===== src/rtl/module_alu_pkg.sv =====
// rtl/module_alu_pkg.sv - ALU opcodes and sequencer state encoding
package module_alu_pkg;

    localparam logic [3:0] OP_AND = 4'hD;
    localparam logic [3:0] OP_OR  = 4'hE;
    localparam logic [3:0] OP_ADD = 4'hB;
    localparam logic [3:0] OP_SUB = 4'hC;
    localparam logic [3:0] OP_SHL = 4'hF;
    localparam logic [3:0] OP_MUL = 4'hA;

    typedef enum logic [2:0] {
        ST_IDLE,
        ST_EXEC,
        ST_MUL_ADD,
        ST_MUL_SHIFT,
        ST_DONE
    } state_t;

    // Native ALU ops occupy the contiguous range 0xB..0xF.
    function automatic logic is_native_op(input logic [3:0] op);
        return (op >= OP_ADD);
    endfunction

endpackage


===== src/rtl/module_alu_sequencer.sv =====
// rtl/module_alu_sequencer.sv - command sequencer in front of an external combinational ALU
module module_alu_sequencer
    import module_alu_pkg::*;
#(
    parameter int         WIDTH  = 16,
    parameter logic [3:0] MUL_OP = 4'hA
) (
    input  logic             clk_i,
    input  logic             rst_n_i,
    input  logic             cmd_valid_i,
    output logic             cmd_ready_o,
    input  logic [3:0]       cmd_op_i,
    input  logic [WIDTH-1:0] cmd_a_i,
    input  logic [WIDTH-1:0] cmd_b_i,
    output logic             res_valid_o,
    input  logic             res_ready_i,
    output logic [WIDTH-1:0] res_data_o,
    output logic             res_err_o,
    output logic             busy_o,
    output logic [WIDTH-1:0] alu_a_o,
    output logic [WIDTH-1:0] alu_b_o,
    output logic [3:0]       alu_ctrl_o,
    input  logic [WIDTH-1:0] alu_result_i
);

    localparam int CNT_W = (WIDTH > 1) ? $clog2(WIDTH) : 1;
    localparam logic [CNT_W-1:0] CNT_LAST = CNT_W'(WIDTH - 1);
    localparam logic [WIDTH-1:0] ONE = {{(WIDTH-1){1'b0}}, 1'b1};

    state_t           state, state_d;
    logic [3:0]       op_q, op_d;
    logic [WIDTH-1:0] acc, acc_d;
    logic [WIDTH-1:0] m, m_d;
    logic [WIDTH-1:0] q, q_d;
    logic [CNT_W-1:0] cnt, cnt_d;
    logic [WIDTH-1:0] res_data_d;
    logic             res_err_d;
    logic [WIDTH-1:0] alu_a_d, alu_b_d;
    logic [3:0]       alu_ctrl_d;

    assign cmd_ready_o = (state == ST_IDLE);
    assign busy_o      = (state != ST_IDLE);
    assign res_valid_o = (state == ST_DONE);

    // State register.
    always_ff @(posedge clk_i or negedge rst_n_i) begin
        if (!rst_n_i) begin
            state <= ST_IDLE;
        end else begin
            state <= state_d;
        end
    end

    // Datapath registers; ALU drive is registered so it is set up one state ahead.
    always_ff @(posedge clk_i or negedge rst_n_i) begin
        if (!rst_n_i) begin
            op_q       <= '0;
            acc        <= '0;
            m          <= '0;
            q          <= '0;
            cnt        <= '0;
            res_data_o <= '0;
            res_err_o  <= 1'b0;
            alu_a_o    <= '0;
            alu_b_o    <= '0;
            alu_ctrl_o <= '0;
        end else begin
            op_q       <= op_d;
            acc        <= acc_d;
            m          <= m_d;
            q          <= q_d;
            cnt        <= cnt_d;
            res_data_o <= res_data_d;
            res_err_o  <= res_err_d;
            alu_a_o    <= alu_a_d;
            alu_b_o    <= alu_b_d;
            alu_ctrl_o <= alu_ctrl_d;
        end
    end

    // Next-state and next-datapath logic; ALU is idle (all zero) unless a state below drives it.
    always_comb begin
        state_d    = state;
        op_d       = op_q;
        acc_d      = acc;
        m_d        = m;
        q_d        = q;
        cnt_d      = cnt;
        res_data_d = res_data_o;
        res_err_d  = res_err_o;
        alu_a_d    = '0;
        alu_b_d    = '0;
        alu_ctrl_d = '0;

        case (state)
            ST_IDLE: begin
                if (cmd_valid_i) begin
                    op_d = cmd_op_i;
                    if (cmd_op_i == MUL_OP) begin
                        state_d    = ST_MUL_ADD;
                        acc_d      = '0;
                        m_d        = cmd_a_i;
                        q_d        = cmd_b_i;
                        cnt_d      = '0;
                        alu_ctrl_d = OP_ADD;
                        alu_a_d    = '0;
                        alu_b_d    = cmd_b_i[0] ? cmd_a_i : '0;
                    end else begin
                        state_d    = ST_EXEC;
                        alu_ctrl_d = cmd_op_i;
                        alu_a_d    = cmd_a_i;
                        alu_b_d    = cmd_b_i;
                    end
                end
            end

            ST_EXEC: begin
                // Illegal ops reach the ALU too; its default arm returns zero.
                res_data_d = alu_result_i;
                res_err_d  = !is_native_op(op_q);
                state_d    = ST_DONE;
            end

            ST_MUL_ADD: begin
                acc_d      = alu_result_i;
                state_d    = ST_MUL_SHIFT;
                alu_ctrl_d = OP_SHL;
                alu_a_d    = m;
                alu_b_d    = ONE;
            end

            ST_MUL_SHIFT: begin
                m_d   = alu_result_i;
                q_d   = q >> 1;
                cnt_d = cnt + CNT_W'(1);
                if ((q_d == '0) || (cnt == CNT_LAST)) begin
                    res_data_d = acc;
                    res_err_d  = 1'b0;
                    state_d    = ST_DONE;
                end else begin
                    // Next partial product uses the freshly shifted multiplicand.
                    state_d    = ST_MUL_ADD;
                    alu_ctrl_d = OP_ADD;
                    alu_a_d    = acc;
                    alu_b_d    = q_d[0] ? alu_result_i : '0;
                end
            end

            ST_DONE: begin
                if (res_ready_i) begin
                    state_d = ST_IDLE;
                end
            end

            default: begin
                state_d = ST_IDLE;
            end
        endcase
    end

endmodule


===== config.mk =====
export PLATFORM = sky130hd
export DESIGN_NAME = module_alu_sequencer
export DESIGN_NICKNAME = d
export VERILOG_FILES = /design/src/rtl/module_alu_pkg.sv /design/src/rtl/module_alu_sequencer.sv
export SDC_FILE = /design/constraint.sdc
export NUM_CORES = 1
export LEC_CHECK = 0
export CORE_ASPECT_RATIO = 1.75
export CORE_UTILIZATION = 40
export DETAILED_ROUTE_END_ITERATION = 10
export GPL_TIMING_DRIVEN = 0
export MAX_ROUTING_LAYER = met4
export PLACE_DENSITY = 0.74
export SLEW_MARGIN = 20
export SYNTH_ARGS = -nofsm -noshare
export SYNTH_HDL_FRONTEND = slang
export SYNTH_SLANG_ARGS = --single-unit

===== constraint.sdc =====
create_clock -name clk_i -period 2.5 [get_ports clk_i]
set_input_delay 0.25 -clock clk_i [delete_from_list [all_inputs] [get_ports clk_i]]
set_output_delay 0.25 -clock clk_i [all_outputs]
set_load 0.02 [all_outputs]

==> impl_metrics.yaml <==
outcome:
  status: "completed"
worst_setup_path:
  crit_required_ns: 2.74
  crit_type: "reg2reg"
  crit_fanout: 10
  reg2reg_slack_ns: 0.1
  reg2reg_from: "q[4]"
  cp-end-kind: "register"
  crit_path_start: "q[4]"
  reg2reg_to: "alu_a_o[3]"
  endpoint: "alu_a_o[3]"
  cp.arrival_ns: 2.64
  start_kind: "register"
  r2r_cells: 6
die:
  core_mm2: 0.01214
  design.die.area_mm2: 0.01302
  rows: 53
  ios: 112
  die_h_um: 150.2
  die_w_um: 86.67
  start_util: 0.4135
synth:
  synth-seq-cells: 111
  synth-simple-area-share: 0.1862
  syn_avg_cell_area_um2: 10.08
  synth.area.top_cells: "dfrtp_1 (55%), nand2_1 (9.8%), mux2_2 (7.2%)"
  synth_compound_area_frac: 0.1463
  synth_mux_area_frac: 0.07180
  ys_seq_area_frac: 0.5535
  synth_top_area_share: 0.5535
  synthXorXnorAreaFrac: 0.001745
  synth_flop_cell: "dfrtp_1"
  synth_edf_count: 0
  synth_warnings: 0
  synth_top_family_by_area: "simple AND/OR/NAND/NOR gates"
  synthArstFlopShare: 1.000
  synth_nets: 555
  synth_cell_type_count: 40
  netlist_instances: 498
  synth-adder-area-share: 0.002493
  synth_top_area_cell: "dfrtp_1"
  syn_area_mm2: 0.005019
power:
  leakage_nw: 3.149
  total_power_w: 0.008739
  power_density_mw_per_mm2: 1306
  peakVddDrop_mv: 0.5679
drt:
  drtAntennaViolNets: 0
  routed_via_density: 5.449
  routedWlPerCell_um: 18.90
  routed_wl_um: 14970
  drt-pass1-iter-count: 5
  drtIter0Drc: 284
  vias: 4316
  drc: 0
cells_and_area:
  fin_nets: 679
  finish.utilization: 0.5515
  n_fill_cell: 1078
  seq_area_mm2: 0.002778
  drive_gt1_frac: 0.1164
  multi_input_area_mm2: 0.002051
  syn_to_final_growth_pct: 33.36
  diodes: 0
clock_tree:
  cts_max_path_buffers: 2
  clock-root-buffer: "clkbuf_16"
  htree_levels: 3
  cts_tree: "built"
  numCtsBuffers: 9
  clk_pin_slew_worst_paths_ns: 0.07
  clock_latency_ns: 0.36
  clock_sink_count: 111
timing:
  max_freq_ghz: 0.4160
  setup_viol: 0
  worst_slack_ns: 0.09627
  fin_crit_sh: 0.9615
  hold_viol: 0
  fin_crit_ns: 2.404
  hold_ws_ns: 0.3961
  maxSlewHeadroom: 0.5160
  rsz0062_at_grt: "no"
  skew_ns: 0.008242
  slew_viol_final: 0
  worst_slew_pin_slew_ns: 0.7260
run:
  cap_violations: 0
placement:
  pre_cts_slack_ns: 0.04178
  io_buffer_count: 111
  gp_congestion: 0.9405
  hpwlAfterDp_um: 11320
grt:
  grt_pass1_wl_um: 23760
  grt_overflow: 0
  grt_usage: 0.2525
  antenna_found_initial: 0
  grt_pass1_vias: 4446
  grt_max_degree: 62
worst_hold_path:
  hold_class: "in2async"
-- critical path, stage by stage (launching register included) --
cell	delay, ns
dfrtp_1	0.41
nor4_1	0.47
nand4_1	0.37
and3_1	0.25
clkbuf_1	0.27
buf_2	0.30
a21o_1	0.21
-- kinds of logic after synthesis --
group	after synthesis
simple gates	204
flops	111
compound gates	110
buf+inv	39
mux	32
xor+xnor	1
fa+ha+maj	1
-- area by class of cell --
class | count | share of cell area
Tap cell | 165 | 0.03085
Clock buffer | 10 | 0.03421
Sequential cell | 111 | 0.4150
Multi-Input combinational cell | 348 | 0.3064
Clock inverter | 6 | 0.01271
Inverter | 4 | 0.002243
Timing Repair Buffer | 114 | 0.1729
Buffer | 34 | 0.02561
-- synthesized netlist by cell type, types with 2 or more instances --
cell / instances
a21o_1: 17
a21oi_1: 20
a22o_1: 16
a22oi_1: 16
a31oi_1: 15
and3_1: 17
buf_2: 10
buf_4: 2
buf_6: 3
clkbuf_1: 19
dfrtp_1: 111
inv_1: 4
mux2_2: 32
nand2_1: 131
nand3_1: 17
nand4_1: 2
nor2_1: 19
nor3_1: 3
nor4_1: 3
o21ai_0: 21
-- state kept, by name, summed over array words and instances, names as in the netlist, 15 cells and up --
register,count
acc,16
alu_a_o,16
alu_b_o,16
m,16
res_data_o,16
q,15
-- cell usage in the layout, fill, tap and decap left out, types with 15 or more instances in the layout --
cell type / instances
nand2_1: 131
dfrtp_1: 111
clkdlybuf4s50_1: 110
mux2_2: 32
o21ai_0: 21
a21oi_1: 20
nor2_1: 19
clkbuf_1: 19
nand3_1: 17
and3_1: 17
a21o_1: 17
a22o_1: 16
a22oi_1: 16
a31oi_1: 15
-- per-stage QoR --
| step | setup TNS, ns | instance area (um2) | instances |
|---|---|---|---|
| after floorplan | 0 | 5019 | 498 |
| after global placement | -325.21 | 6336 | 774 |
| after detailed placement | 0 | 6365 | 775 |
| after CTS | 0 | 6685 | 791 |
| after global routing | 0 | 6693 | 792 |
| final | 0 | 6693 | 792 |
-- where the power goes --
| group | total (W) | switching (W) | internal (W) |
|---|---|---|---|
| clock network | 0.00153 | 0.000654 | 0.000875 |
| registers | 0.00306 | 0.000437 | 0.00262 |
| logic | 0.00415 | 0.00230 | 0.00185 |
| total | 0.00874 | 0.00339 | 0.00535 |
-- what timing repair did --
item,4_1_cts,5_1_grt
cloned,0,0
endpoints found under the setup margin,1,8
hold endpoints to repair,50,0
hold buffers,1,0
pin swaps,0,1
gates resized for setup,0,0
buffers inserted,0,1
-- worst min path at each step --
stage | start | to | slack (ns) | cells after the start
floorplan | rst_n_i | acc[0] | -0.05 | 0
global placement | op_q[3] | op_q[3] | 0.46 | 2
detailed placement | rst_n_i | res_data_o[13] | 0.22 | 1
CTS | rst_n_i | res_data_o[13] | 0.41 | 2
global route | rst_n_i | alu_a_o[15] | 0.45 | 2
finish | rst_n_i | res_data_o[13] | 0.40 | 2
-- routing by layer --
layer | track usage | wire length (um) | vias up
met1 | 0.2863 | 5668 | 2098
met3 | 0.03509 | 709 | 52
met5 | - | 0 | -
met4 | 0.1350 | 665 | 0
li1 | - | - | 1980
met2 | 0.4286 | 7926 | 186
Power figures use the tool's default switching activity.
